## src/rtl/arithmetic.sv

```systemverilog
// ---------------------------------------------------------------------------
// arithmetic : registered 8-bit arithmetic unit with one 16-bit result port
//              per operation (add, sub, mul, div). One clock of latency.
//
// Ports
//   clk         rising-edge clock
//   rst         asynchronous, active-high reset
//   enable_low  0 = compute on this edge, 1 = hold results, valid drops
//   P           operation select: 00 add, 01 sub, 10 mul, 11 div
//   A, B        8-bit operands (A = minuend/dividend, B = subtrahend/divisor)
//   y1..y4      add / sub / mul / div results; y4 = {remainder, quotient}
//   valid       high for the cycle after each enabled operation
//   err         divide error flag for the current result
//
// Configuration
//   ARITHMETIC_SIGNED_EN : when defined, A and B are two's-complement values.
//                          Division truncates toward zero, and -128 / -1
//                          raises err.
// ---------------------------------------------------------------------------
module arithmetic (
   input  logic        clk,
   input  logic        rst,
   input  logic        enable_low,
   input  logic [1:0]  P,
   input  logic [7:0]  A,
   input  logic [7:0]  B,
   output logic [15:0] y1,
   output logic [15:0] y2,
   output logic [15:0] y3,
   output logic [15:0] y4,
   output logic        valid,
   output logic        err
);

   typedef enum logic [1:0] {
      OP_ADD = 2'b00,
      OP_SUB = 2'b01,
      OP_MUL = 2'b10,
      OP_DIV = 2'b11
   } op_e;

   logic [15:0] y1_q, y2_q, y3_q, y4_q;
   logic [15:0] y1_d, y2_d, y3_d, y4_d;
   logic        valid_q, valid_d;
   logic        err_q, err_d;

   logic [15:0] add_res, sub_res, mul_res, div_res;
   logic        div_err;

`ifdef ARITHMETIC_SIGNED_EN
   logic signed [15:0] a_s, b_s, b_safe_s, quot_s, rem_s;

   always_comb begin
      a_s      = {{8{A[7]}}, A};
      b_s      = {{8{B[7]}}, B};
      // Divide by one when B is zero so the simulator never sees x/0.
      b_safe_s = (B == 8'h00) ? 16'sd1 : b_s;
      add_res  = a_s + b_s;
      sub_res  = a_s - b_s;
      mul_res  = a_s * b_s;
      // At 16 bits -128 / -1 = +128, whose low byte is 8'h80 with remainder 0,
      // so the overflow case needs only the error flag.
      quot_s   = a_s / b_safe_s;
      rem_s    = a_s % b_safe_s;
      div_err  = (B == 8'h00) || (A == 8'h80 && B == 8'hFF);
      div_res  = (B == 8'h00) ? 16'hFFFF : {rem_s[7:0], quot_s[7:0]};
   end
`else
   logic [7:0] b_safe;

   always_comb begin
      // Divide by one when B is zero so the simulator never sees x/0.
      b_safe  = (B == 8'h00) ? 8'd1 : B;
      add_res = {8'h00, A} + {8'h00, B};
      sub_res = {8'h00, A} - {8'h00, B};
      mul_res = {8'h00, A} * {8'h00, B};
      div_err = (B == 8'h00);
      div_res = div_err ? 16'hFFFF : {A % b_safe, A / b_safe};
   end
`endif

   always_comb begin
      // NOTE: every _d gets a default first, so no path leaves it unassigned
      // and no latch is inferred.
      y1_d    = y1_q;
      y2_d    = y2_q;
      y3_d    = y3_q;
      y4_d    = y4_q;
      err_d   = err_q;
      valid_d = 1'b0;

      if (!enable_low) begin
         // Only the selected port carries a result; the rest read zero.
         y1_d    = 16'h0000;
         y2_d    = 16'h0000;
         y3_d    = 16'h0000;
         y4_d    = 16'h0000;
         err_d   = 1'b0;
         valid_d = 1'b1;
         case (op_e'(P))
            OP_ADD: y1_d = add_res;
            OP_SUB: y2_d = sub_res;
            OP_MUL: y3_d = mul_res;
            OP_DIV: begin
               y4_d  = div_res;
               err_d = div_err;
            end
            default: ;
         endcase
      end
   end

   // NOTE: sequential state uses non-blocking assignments so all registers
   // update together from values sampled at the same edge.
   always_ff @(posedge clk or posedge rst) begin
      if (rst) begin
         y1_q    <= 16'h0000;
         y2_q    <= 16'h0000;
         y3_q    <= 16'h0000;
         y4_q    <= 16'h0000;
         valid_q <= 1'b0;
         err_q   <= 1'b0;
      end else begin
         y1_q    <= y1_d;
         y2_q    <= y2_d;
         y3_q    <= y3_d;
         y4_q    <= y4_d;
         valid_q <= valid_d;
         err_q   <= err_d;
      end
   end

   assign y1    = y1_q;
   assign y2    = y2_q;
   assign y3    = y3_q;
   assign y4    = y4_q;
   assign valid = valid_q;
   assign err   = err_q;

endmodule

```

## config.mk

```make
export PLATFORM = sky130hd
export DESIGN_NAME = arithmetic
export DESIGN_NICKNAME = d
export VERILOG_FILES = /design/src/rtl/arithmetic.sv
export SDC_FILE = /design/constraint.sdc
export NUM_CORES = 1
export LEC_CHECK = 0
export CAP_MARGIN = 15
export CORE_ASPECT_RATIO = 0.9
export CORE_UTILIZATION = 45
export CTS_CLUSTER_DIAMETER = 50
export DETAILED_ROUTE_END_ITERATION = 8
export PLACE_DENSITY = 0.67
export RECOVER_POWER = 50
export SETUP_SLACK_MARGIN = 0.05
export SLEW_MARGIN = 30
export SYNTH_ARGS = -nofsm -noshare
export SYNTH_HDL_FRONTEND = slang
export SYNTH_SLANG_ARGS = --single-unit
```

## constraint.sdc

```tcl
create_clock -name clk -period 2.6 [get_ports clk]
set_input_delay 0.52 -clock clk [delete_from_list [all_inputs] [get_ports clk]]
set_output_delay 0.52 -clock clk [all_outputs]
set_load 0.03 [all_outputs]
```

### Word level (Yosys, flattened, before mapping)

Index checks and enable logic that the tools add are counted.

| storage, ports and cells | value |
|---|---|
| bits of input ports | 21 |
| register bits after elaboration | 66 |
| output and inout port bits | 66 |

| cells by class | value |
|---|---|
| reductions and logical operators | 2 |
| div/mod/pow operators | 2 |
| multipliers | 1 |
| add/sub/neg operators | 2 |
| mux-type cells | 8 |
| equal/unequal tests | 3 |

Operators by type and width:

| kind | number |
|---|---|
| 2-to-1 mux 16 bit | 4 |
| multiplier 8 x 8 -> 16 bit | 1 |
| adder 8 x 8 -> 9 bit | 1 |
| 2-to-1 mux 9 bit | 1 |
| subtractor 8 x 8 -> 9 bit | 1 |
| divider 8 x 8 -> 8 bit | 1 |
| zero test 8 bit | 1 |
| modulo 8 x 8 -> 8 bit | 1 |
| 2-to-1 mux 8 bit | 1 |
| == test 2 bit, second input constant | 2 |
| == test 2 x 1 -> 1 bit, second input constant | 1 |
| zero test 2 bit | 1 |
| 2-to-1 mux 1 bit | 2 |

### Longest topological paths before layout

| depth | value |
|---|---|
| depth after elaboration | 5 |
| mapped depth | 51 |
| depth with buffers taken out | 48 |

### Worst setup path before layout

OpenSTA, ideal clock, no wires.

| timing | value |
|---|---|
| path type | input-to-reg |
| from | input port B[7] |
| to | register y4_q[10] (netlist: y4[10]) |
| buffers on the path | 1 |
| data required time | 2.468 ns |
| stages on the path | 45 |
| arrival | 11.017 ns |
| path slack | -8.548 ns |
| cells stage by stage | nor4_1 > and3_1 > or2_2 > inv_1 > ha_1 > o21a_1 > o311a_1 > nor2_1 > ha_1 > o211ai_1 > a211o_1 > or3_1 > o21ai_0 > ha_1 > or3_1 > o221a_2 > and2_1 > mux2i_1 > [9 not listed] > o31ai_1 > a311oi_2 > nor2_1 > mux2_2 > ha_1 > a21o_1 > o21ai_0 > o311ai_0 > a31oi_1 > mux2i_1 > fa_1 > a211oi_1 > o21bai_1 > a211oi_1 > nor2_1 > clkbuf_1 > a221oi_1 > o211ai_1 |

| between the ends | value |
|---|---|
| word-level cells in the longest chain between the ends | 5 |

Ends and longest elaborated chain:

| item | RTL line | text |
|---|---|---|
| start, declared | 26 | `input logic [7:0] B,` |
| zero test 8 bit | 73, 77 |  |
| 2-to-1 mux 8 bit | 73 | `b_safe = (B == 8'h00) ? 8'd1 : B;` |
| modulo 8 x 8 -> 8 bit | 78 | `div_res = div_err ? 16'hFFFF : {A % b_safe, A / b_safe};` |
| 2-to-1 mux 16 bit * | 78 |  |
| 2-to-1 mux 16 bit * | 100 | `case (op_e'(P))` |
| end signal, assigned | 127 | `y4_q <= y4_d;` |
| end, declared | 42 | `logic [15:0] y1_q, y2_q, y3_q, y4_q;` |

Every way passes the cells marked *; elsewhere a longest branch is shown, timed or not.
A chain may end at the register's enable or synchronous reset.

### Final worst setup path

| timing | value |
|---|---|
| from | input port B[6] |
| to | register y4_q[13] (netlist: y4[13]) |

The elaborated chain is that of the path after synthesis.

==> run_results.csv <==
group,metric,value,unit
clock_network,clk_pin_slew_worst_paths,0.06,ns
synthesis,syn_area,6700,um2
clock_network,cts.sinks,52,
floorplanning,row_count,41,
setup_path,setup.worst_path.class,"input pin to flip-flop",
global_route,grt_pass1_vias,7209,
setup_path,cp_slowest_cell,"or3_4",
drt,drt_iter0_markers,485,
sta,hold_viol,0,
setup_path,endpoint,"y4[13]$_DFFE_PP0N_",
place,place_congestion,0.933,
setup_path,worstRegToRegCells,3,
setup_path,crit_top_cell,"ha_4",
setup_path,start_kind,"input pin",
synthesis,yosysSeqAreaShare,0.194,
cells_and_area,fin_cells,1329,
drt,drc_errors,0,
cells_and_area,antennaDiodeCount,0,
floorplanning,ios,87,
pwr,ir_drop,0.688,mV
synthesis,ys_warn_count,0,
place,place_inst,1250,
drt,routedWlPerCell,18.8,um
sta,setup_viol,31,
synthesis,avgSynthCellArea,8.25,um2
clock_network,cts_max_level,2,
synthesis,syn_inst,812,
drt,ant_nets,0,
drt,viasPerCell,5.66,
global_route,antenna_found_initial,0,
global_route,grt_usage,0.309,
sta,tightest_slew,0.980,ns
sta,tns,-104.34,ns
clock_network,cts_made_buffers,5,
cells_and_area,syn2layout_area_growth,67.0,%
floorplanning,die_height,118,um
setup_path,startpoint,"B[6]",
drt,routed_wirelength,25000,um
place,hpwl,17800,um
setup_path,end_kind,"flip-flop",
cells_and_area,layout-drive-gt1-share,0.426,
setup_path,rr_endpoint,"y2[7]$_DFFE_PP0N_",
setup_path,worst_ep_required_time,2.77,ns
outcome,violations,"negative setup slack",
drt,via_count,7518,
global_route,grt_overflow,0,
clock_network,clockBufferDepth,2,
pwr,pwr_density_cell,593,nW/um2
setup_path,path_max_fanout,8,
clock_network,tritoncts,"done",
sta,finalMaxSlewViolations,0,
sta,fmax,0.0993,GHz
pwr,p_leak,0.00527,uW
sta,slew_headroom,0.346,
synthesis,ys_ff_latch,52,
sta,worst_slack,-7.47,ns
sta,fin_skew,0,ns
global_route,grt_pass1_wl,36800,um
setup_path,arrival,10.24,ns
floorplanning,coreArea,14300,um2
flow_run,cap_violations,0,
drt,first_pass_iters,5,
synthesis,yosys_most_used_dff,"dfrtp_1",
worst_hold_path,hold_path.class,"flip-flop to flip-flop",
clock_network,clock_latency,0.30,ns
global_route,grt_start_max_net_pins,30,
sta,layout_min_cycle_time,10.07,ns
synthesis,synth_edf_count,0,
setup_path,timing.reg2reg.setup_slack,1.53,ns
sta,post-route-period-util,3.87,
floorplanning,die_x,131,um
outcome,outcome,"finished, violations left",
setup_path,r2r_start,"y2[7]$_DFFE_PP0N_",
setup_path,critPathMaxStageDelay,0.42,ns
cells_and_area,fill_cells,957,
clock_network,cts_root_buf,"clkbuf_16",
sta,rsz0062_at_grt,"yes",
synthesis,ys_types,66,
synthesis,async_flop_share,1.00,
cells_and_area,nets,1282,
place,portBuffers,79,
floorplanning,die_area,15400,um2
floorplanning,initial_core_util,0.470,
worst_hold_path,worstHoldStart,"y4[1]$_DFFE_PP0N_",
## where the power goes
part / total, uW / internal, uW / switching (uW) / leakage (uW)
logic: 4820 / 2470 / 2350 / 0.00448
clock network: 846 / 546 / 300 / 0.0000899
registers: 978 / 913 / 64.9 / 0.000704
## synth_stat cells (9+ instances only)
library cell  count  area (um2)
a211oi_1          9        67.6
a21oi_1          41         205
a22o_1           25         219
and2_1           16         100
buf_4            14         105
clkbuf_1         27         101
dfrtp_1          52        1300
fa_1             39         781
ha_1             86        1080
inv_1            97         364
nand2_1          83         312
nand2b_1         10        62.6
nor2_1           70         263
nor2b_1          11        68.8
nor3_1           14        70.1
o21a_1           12        90.1
o21ai_0          34         170
xnor2_1          22         193
## repair_timing
| action | in CTS | in global routing |
|---|---|---|
| buffers inserted | 40 | 34 |
| pin swaps | 69 | 68 |
| hold buffers | 0 | 0 |
| resized for setup | 183 | 98 |
| setup endpoints to repair | 35 | 32 |
## cell usage in the layout (no fill, tap or decap), types with 7 or more instances in the layout
master	n
buf_4	231
o211ai_1	8
clkdlybuf4s50_1	53
dlygate4sd3_1	10
inv_2	15
ha_4	27
nor2_1	53
o21ai_0	11
o21ai_2	12
o21a_1	11
conb_1	7
fa_1	34
a21oi_1	31
and2_1	13
inv_1	77
dfrtp_1	52
a22o_1	25
nand2_1	73
nor2_2	10
nor3_1	10
ha_1	55
xnor2_1	21
nor2b_1	10
nand2b_1	10
buf_6	38
nor2_4	7
nand3_1	8
## layer usage
layer | share of wire | GRT usage
met1 | 0.43 | 0.426
met2 | 0.47 | 0.498
met5 | 0 | 0
met3 | 0.069 | 0.0377
met4 | 0.029 | 0.0991
## cell families (layout without fill, tap and decap cells)
kind of cell | Yosys count | count (layout) | share of synthesized area
xor gates and xnor gates | 27 | 27 | 0.0353
DFF | 52 | 52 | 0.194
AOI/OAI and AO/OA | 200 | 200 | 0.212
adders and majority gates | 125 | 125 | 0.277
and+or+nand+nor | 257 | 257 | 0.183
buffers and inverters | 144 | 462 | 0.0889
other | 1 | 7 | 0.000559
muxes | 6 | 6 | 0.00933
## per-stage QoR
stage                     total power, uW  hold slack (ns)  worst slack, ns  utilization  instance area, um2
after floorplan                      3470            0.658            -7.42            -                7220
after global placement               4810            0.456            -8.21        0.665                9490
after detailed placement             4900            0.461            -8.37        0.665                9490
after CTS                            6170            0.477            -7.23        0.739               10500
after global routing                 7040            0.490            -7.74        0.785               11200
final                                6640            0.471            -7.47        0.785               11200
## worst min-delay path by stage
stage                                    to  slack, ns  depth (start not counted)
after floorplan           y4[0]$_DFFE_PP0N_       0.66                          2
after global routing        err$_DFFE_PP0N_       0.49                          2
final                     y4[1]$_DFFE_PP0N_       0.47                          2
after detailed placement  y4[2]$_DFFE_PP0N_       0.46                          2
after global placement    y4[1]$_DFFE_PP0N_       0.46                          2
after CTS                 y4[2]$_DFFE_PP0N_       0.48                          2
## area by class of cell
class	count	area, um2	share of cell area
Clock buffer	5	125	0.0112
Clock inverter	2	60.1	0.00537
Inverter	98	387	0.0345
Multi-Input combinational cell	622	6020	0.538
Sequential cell	52	1300	0.116
Tap cell	193	241	0.0216
Timing Repair Buffer	357	3060	0.273
## state kept, by name (all words and copies together) (netlist names)
signal,count
y2,9
y4,16
err,1
valid,1
y1,9
y3,16
## critical path, delay by kind of cell
| kind | cells | cell delay (ns) |
|---|---|---|
| buffers and inverters | 9 | 1.12 |
| adder cells (fa/ha/maj) | 7 | 2.18 |
| multiplexers | 2 | 0.51 |
| AO/OA/AOI/OAI | 18 | 3.46 |
| AND/OR/NAND/NOR | 13 | 2.44 |
Note: power is estimated with default switching activity, not from simulation.
